## config.mk

```make
export PLATFORM = sky130hd
export DESIGN_NAME = latch_bus_ctrl
export DESIGN_NICKNAME = d
export VERILOG_FILES = /design/src/rtl/latch_bus_ctrl.sv
export SDC_FILE = /design/constraint.sdc
export NUM_CORES = 1
export LEC_CHECK = 0
export CAP_MARGIN = 20
export CORE_MARGIN = 4
export CORE_UTILIZATION = 42
export DETAILED_ROUTE_END_ITERATION = 12
export PLACE_DENSITY = 0.93
export SETUP_SLACK_MARGIN = 0.2
export SYNTH_ARGS = -nofsm -noshare
export SYNTH_HDL_FRONTEND = slang
export SYNTH_SLANG_ARGS = --single-unit
```

## constraint.sdc

```tcl
create_clock -name CLK -period 2.23 [get_ports CLK]
set_clock_uncertainty 0.05 [all_clocks]
set_input_delay 0.446 -clock CLK [delete_from_list [all_inputs] [get_ports CLK]]
set_output_delay 0.446 -clock CLK [all_outputs]
set_load 0.05 [all_outputs]
```

## src/rtl/latch_bus_ctrl.sv

```systemverilog
// latch_bus_ctrl: drives a shared bus A with per-channel LE/OE for a bank of latches through setup/pulse/hold writes and turnaround/sample readback (CLK, RST sync active-high; REQ_* request handshake; A/LE/OE to the latches; Y_IN readback bus; RSP_* one-cycle completion), readback present only with LATCH_BUS_READBACK_EN
module latch_bus_ctrl #(
  parameter int W = 8,
  parameter int N_CH = 4,
  parameter int SETUP_CYC = 2,
  parameter int PULSE_CYC = 3,
  parameter int HOLD_CYC = 1,
  parameter int TURN_CYC = 2
) (
  input  logic                  CLK,
  input  logic                  RST,
  input  logic                  REQ_VALID,
  output logic                  REQ_READY,
  input  logic                  REQ_WR,
  input  logic [$clog2(N_CH):0] REQ_CH,
  input  logic [W-1:0]          REQ_DATA,
  output logic [W-1:0]          A,
  output logic [N_CH-1:0]       LE,
  output logic [N_CH-1:0]       OE,
  input  logic [W-1:0]          Y_IN,
  output logic                  RSP_VALID,
  output logic [W-1:0]          RSP_DATA,
  output logic                  RSP_ERR
);
  localparam int CW = $clog2(N_CH) + 1;
  typedef enum logic [2:0] {IDLE, SETUP, PULSE, HOLD
`ifdef LATCH_BUS_READBACK_EN
    , TURN, SAMPLE
`endif
  } state_t;
  state_t state, state_n;
  logic [3:0] cnt, cnt_n;
  logic [CW-1:0] ch;
  logic [N_CH-1:0] sel;
  logic accept, err, done, cap;
  assign REQ_READY = state == IDLE;
  assign accept = REQ_VALID && REQ_READY;
  assign sel = N_CH'(1) << ch;
  assign LE = state == PULSE ? sel : '0;
`ifdef LATCH_BUS_READBACK_EN
  assign err = REQ_CH >= CW'(N_CH);
  assign OE = (state == TURN || state == SAMPLE) ? sel : '0;
`else
  assign err = REQ_CH >= CW'(N_CH) || !REQ_WR;
  assign OE = '0;
`endif
  always_comb begin
    state_n = state;
    cnt_n = cnt - 4'd1;
    done = 1'b0;
    cap = 1'b0;
    case (state)
      IDLE: begin
        cnt_n = '0;
        done = accept && err;
        if (accept && !err) begin
`ifdef LATCH_BUS_READBACK_EN
          state_n = REQ_WR ? SETUP : TURN;
          cnt_n = REQ_WR ? 4'(SETUP_CYC - 1) : 4'(TURN_CYC - 1);
`else
          state_n = SETUP;
          cnt_n = 4'(SETUP_CYC - 1);
`endif
        end
      end
      SETUP: if (cnt == '0) begin
        state_n = PULSE;
        cnt_n = 4'(PULSE_CYC - 1);
      end
      PULSE: if (cnt == '0) begin
        state_n = HOLD;
        cnt_n = 4'(HOLD_CYC - 1);
      end
      HOLD: if (cnt == '0) begin
        state_n = IDLE;
        cnt_n = '0;
        done = 1'b1;
      end
`ifdef LATCH_BUS_READBACK_EN
      TURN: if (cnt == '0) begin
        state_n = SAMPLE;
        cnt_n = '0;
      end
      SAMPLE: begin
        state_n = IDLE;
        cnt_n = '0;
        done = 1'b1;
        cap = 1'b1;
      end
`endif
      default: state_n = IDLE;
    endcase
  end
  always_ff @(posedge CLK) begin
    if (RST) begin
      state <= IDLE;
      cnt <= '0;
      ch <= '0;
      A <= '0;
      RSP_VALID <= 1'b0;
      RSP_ERR <= 1'b0;
      RSP_DATA <= '0;
    end else begin
      state <= state_n;
      cnt <= cnt_n;
      RSP_VALID <= done;
      RSP_ERR <= done && state == IDLE;
      if (accept) ch <= REQ_CH;
      if (accept && REQ_WR && !err) A <= REQ_DATA;
      if (cap) RSP_DATA <= Y_IN;
    end
  end
endmodule
```

==> key figures, run 1 <==
Status
  • Status: finished clean

Cells and area
  • Non-filler cells in the finished layout: 175
  • Fin nets: 176
  • Most frequent cells in the layout: nand2_1 (25), clkdlybuf4s50_1 (24), dfxtp_1 (17)
  • Area delta synth->final: 41.6%
  • Final Cell Area: 1400 um^2
  • Commonest non-fill, non-tap cell in the layout: nand2_1
  • Diode count: 0
  • Layout cells sized above 1: 19.0%

Synthesis
  • Synth Cell Area: 987 um^2
  • Synth cell types: 28
  • Mean Syn Cell Area: 8.66 um^2
  • Seq cells post-synth: 19
  • Yosys warnings: 0
  • Post-synth top area share: 38.5%
  • Register area share after synthesis: 38.5%
  • Main area contributors after synthesis: dfxtp_1 (39%), buf_4 (11%), nand2_1 (9.5%), ha_1 (6.3%), a21oi_1 (6.1%)
  • Largest area contributor in the netlist: dfxtp_1
  • Cell count after synthesis: 114

STA
  • Final Setup Violations: 0
  • Worst slew margin: 65.4%
  • RSZ-0062 raised after global routing: yes
  • Worst-Margin Slew: 0.517 ns
  • Fin crit period: 1.96 ns
  • Endpoints failing hold: 0
  • Final Max Slew Viols: 0
  • Setup slack after layout: 0.268 ns
  • Setup TNS: 0 ns
  • Final period util: 88.0%
  • Max Clock Freq: 510 MHz

Detailed routing
  • Routed Antenna Nets: 0
  • DRC Markers: 0
  • Post-DR vias/cell: 4.82
  • DRT Wirelength: 2.18 mm
  • Post-DR wirelength/cell: 12.5 um
  • DR pass1 iterations: 2
  • Vias: 843
  • Initial DRC Count: 20

Die
  • Ports: 50
  • Die X: 56.5 um
  • Initial Utilization: 44.2%
  • Core Region: 2230 um^2
  • Die area: 3190 um^2
  • Cell Rows: 17
  • Die Height: 56.5 um

Clock tree
  • CTS tree: yes
  • Worst-Skew Late Latency: 0.30 ns
  • CTS HTree Levels: 1
  • Sink Count: 19
  • Clock buffer depth: 2
  • CTS root buf: clkbuf_4
  • Num CTS Buffers: 3
  • Clk slew on worst S/H paths: 0.11 ns

Power and ir drop
  • Combinational power share: 51.5%
  • Pwr/cell area: 903 nW/um^2
  • VDD IR-drop max: 865 uV
  • Leak pwr: 0.557 nW
  • Sw Share: 41.7%
  • Cell Int Power: 0.736 mW
  • Clk pwr share: 13.9%
  • Sequential share of power: 34.6%
  • Sw Pwr: 0.526 mW

Hold path
  • Worst min path class: register to register
  • Hold path depth: 2

Global route
  • Met1 usage: 14.7%
  • Largest net degree at the start of global routing: 11
  • Number of global-route vias before repair: 834
  • Antenna violations before repair: 0
  • Met2 Resource Use GR: 26.6%
  • Met3 usage: 3.45%
  • Gr usage total: 13.9%
  • Congestion Overflow GR: 0
  • Most used routing layer: met2
  • First-pass GRT wire length: 3.52 mm

Setup path
  • Worst EP required: 1.73 ns
  • Slowest stage delay, CP: 0.81 ns
  • WP depth: 1
  • WS Path Type: register to output port
  • Crit path cell chain: clkdlybuf4s50_1
  • Critical path fanouts, max: 2
  • Crit-path slowest cell: clkdlybuf4s50_1
  • Setup crit start kind: register
  • Setup crit end kind: output port
  • Critical Path AT: 1.47 ns
  • WP buf/inv: 1
  • R2R cell count: 5
  • Critical path's top delay family: buffers and inverters

Place
  • Hpwl dp: 1.74 mm
  • Placed cell area: 1300 um^2
  • Port Buffers: 29
  • Placed cells: 167
  • Final Wtd Congestion: 0.751
  • Post-Place Worst Slack: 0.360 ns

Flow run
  • Max-cap violation count: 0
## sequential cells by signal, summed over array words and instances, names as in the netlist
| name | flops |
|---|---|
| RSP_ERR | 1 |
| ch | 3 |
| state | 2 |
| RSP_VALID | 1 |
| cnt | 4 |
| A | 8 |
## cell families (layout without fill, tap and decap cells)
group,Yosys count,after routing,share of synthesized area [%]
fa+ha+maj,5,5,6.34
buf+inv,22,44,13.8
other cells,1,12,0.380
xor+xnor,2,2,1.77
simple gates,47,47,26.4
compound gates,16,16,10.8
mux,2,2,2.03
flops,19,19,38.5
## power by group through the flow
| stage | clock network (mW) | registers (mW) | logic (mW) |
|---|---|---|---|
| final | 0.175 | 0.437 | 0.650 |
| after global routing | 0.190 | 0.444 | 0.701 |
| after CTS | 0.179 | 0.430 | 0.622 |
| after detailed placement | 0 | 0.432 | 0.604 |
| after global placement | 0 | 0.428 | 0.581 |
| after floorplan | 0 | 0.492 | 0.392 |
## layout make-up
cell class              count  area (um^2)
repair buffers             34          378
clock buffers               4         26.3
fillers                   187          836
flip-flops and latches     19          385
well taps                  28         35.0
multi-input cells          84          548
inverters                   6         25.0
## worst paths after layout
kind	to	start	slack (ns)
max	A[4]	A[4]$_SDFFE_PP0P_	0.27
min	A[0]$_SDFFE_PP0P_	A[0]$_SDFFE_PP0P_	0.42
max reg2reg	A[4]$_SDFFE_PP0P_	state[1]$_SDFFE_PP0P_	0.52
min reg2reg	A[0]$_SDFFE_PP0P_	A[0]$_SDFFE_PP0P_	0.42
## synthesized netlist by cell type (all sizes together)
library cell and n:
nand2 25, dfxtp 19, buf 15, a21oi 12
inv 6, ha 5, nor2 5, nand3 3
nor3 3, mux2i 2, nor2b 2, nor3b 2
nor4 2, xnor2 2, a2bb2oi 1, and3 1
and4b 1, clkbuf 1, conb 1, nand4b 1
nor4b 1, o21ai 1, o221a 1, o2bb2ai 1
or3 1
## per-stage QoR
| step | util [%] | power [mW] | hold slack [ns] |
|---|---|---|---|
| 2_1_floorplan | - | 0.883 | 0.387 |
| 3_3_place_gp | 58.3 | 1.01 | 0.395 |
| 3_5_place_dp | 58.3 | 1.04 | 0.404 |
| 4_1_cts | 60.9 | 1.23 | 0.419 |
| 5_1_grt | 62.6 | 1.33 | 0.445 |
| 6_report | 62.6 | 1.26 | 0.416 |
## metal layers
| metal | vias up | part of all wire, % |
|---|---|---|
| met5 | - | 0 |
| li1 | 421 | - |
| met4 | 0 | 1.4 |
| met2 | 22 | 57 |
| met1 | 395 | 38 |
| met3 | 5 | 4.2 |
## repair_timing
item / 4_1_cts / 5_1_grt
setup buffers: 0 / 4
pin swaps: 1 / 0
hold buffers: 0 / 0
setup endpoints to repair: 4 / 5
resized for setup: 7 / 5
Power figures use the tool's default switching activity.
==> run 2, diff against run 1 <==
--- a/config.mk
+++ b/config.mk
@@ -8,6 +8,7 @@
 export CAP_MARGIN = 20
 export CORE_MARGIN = 4
 export CORE_UTILIZATION = 42
+export CTS_CLUSTER_SIZE = 25
 export DETAILED_ROUTE_END_ITERATION = 12
 export PLACE_DENSITY = 0.93
 export SETUP_SLACK_MARGIN = 0.2
==> results of run 2 <==
The final DEF is identical to that of run 1; final timing and power are the same.
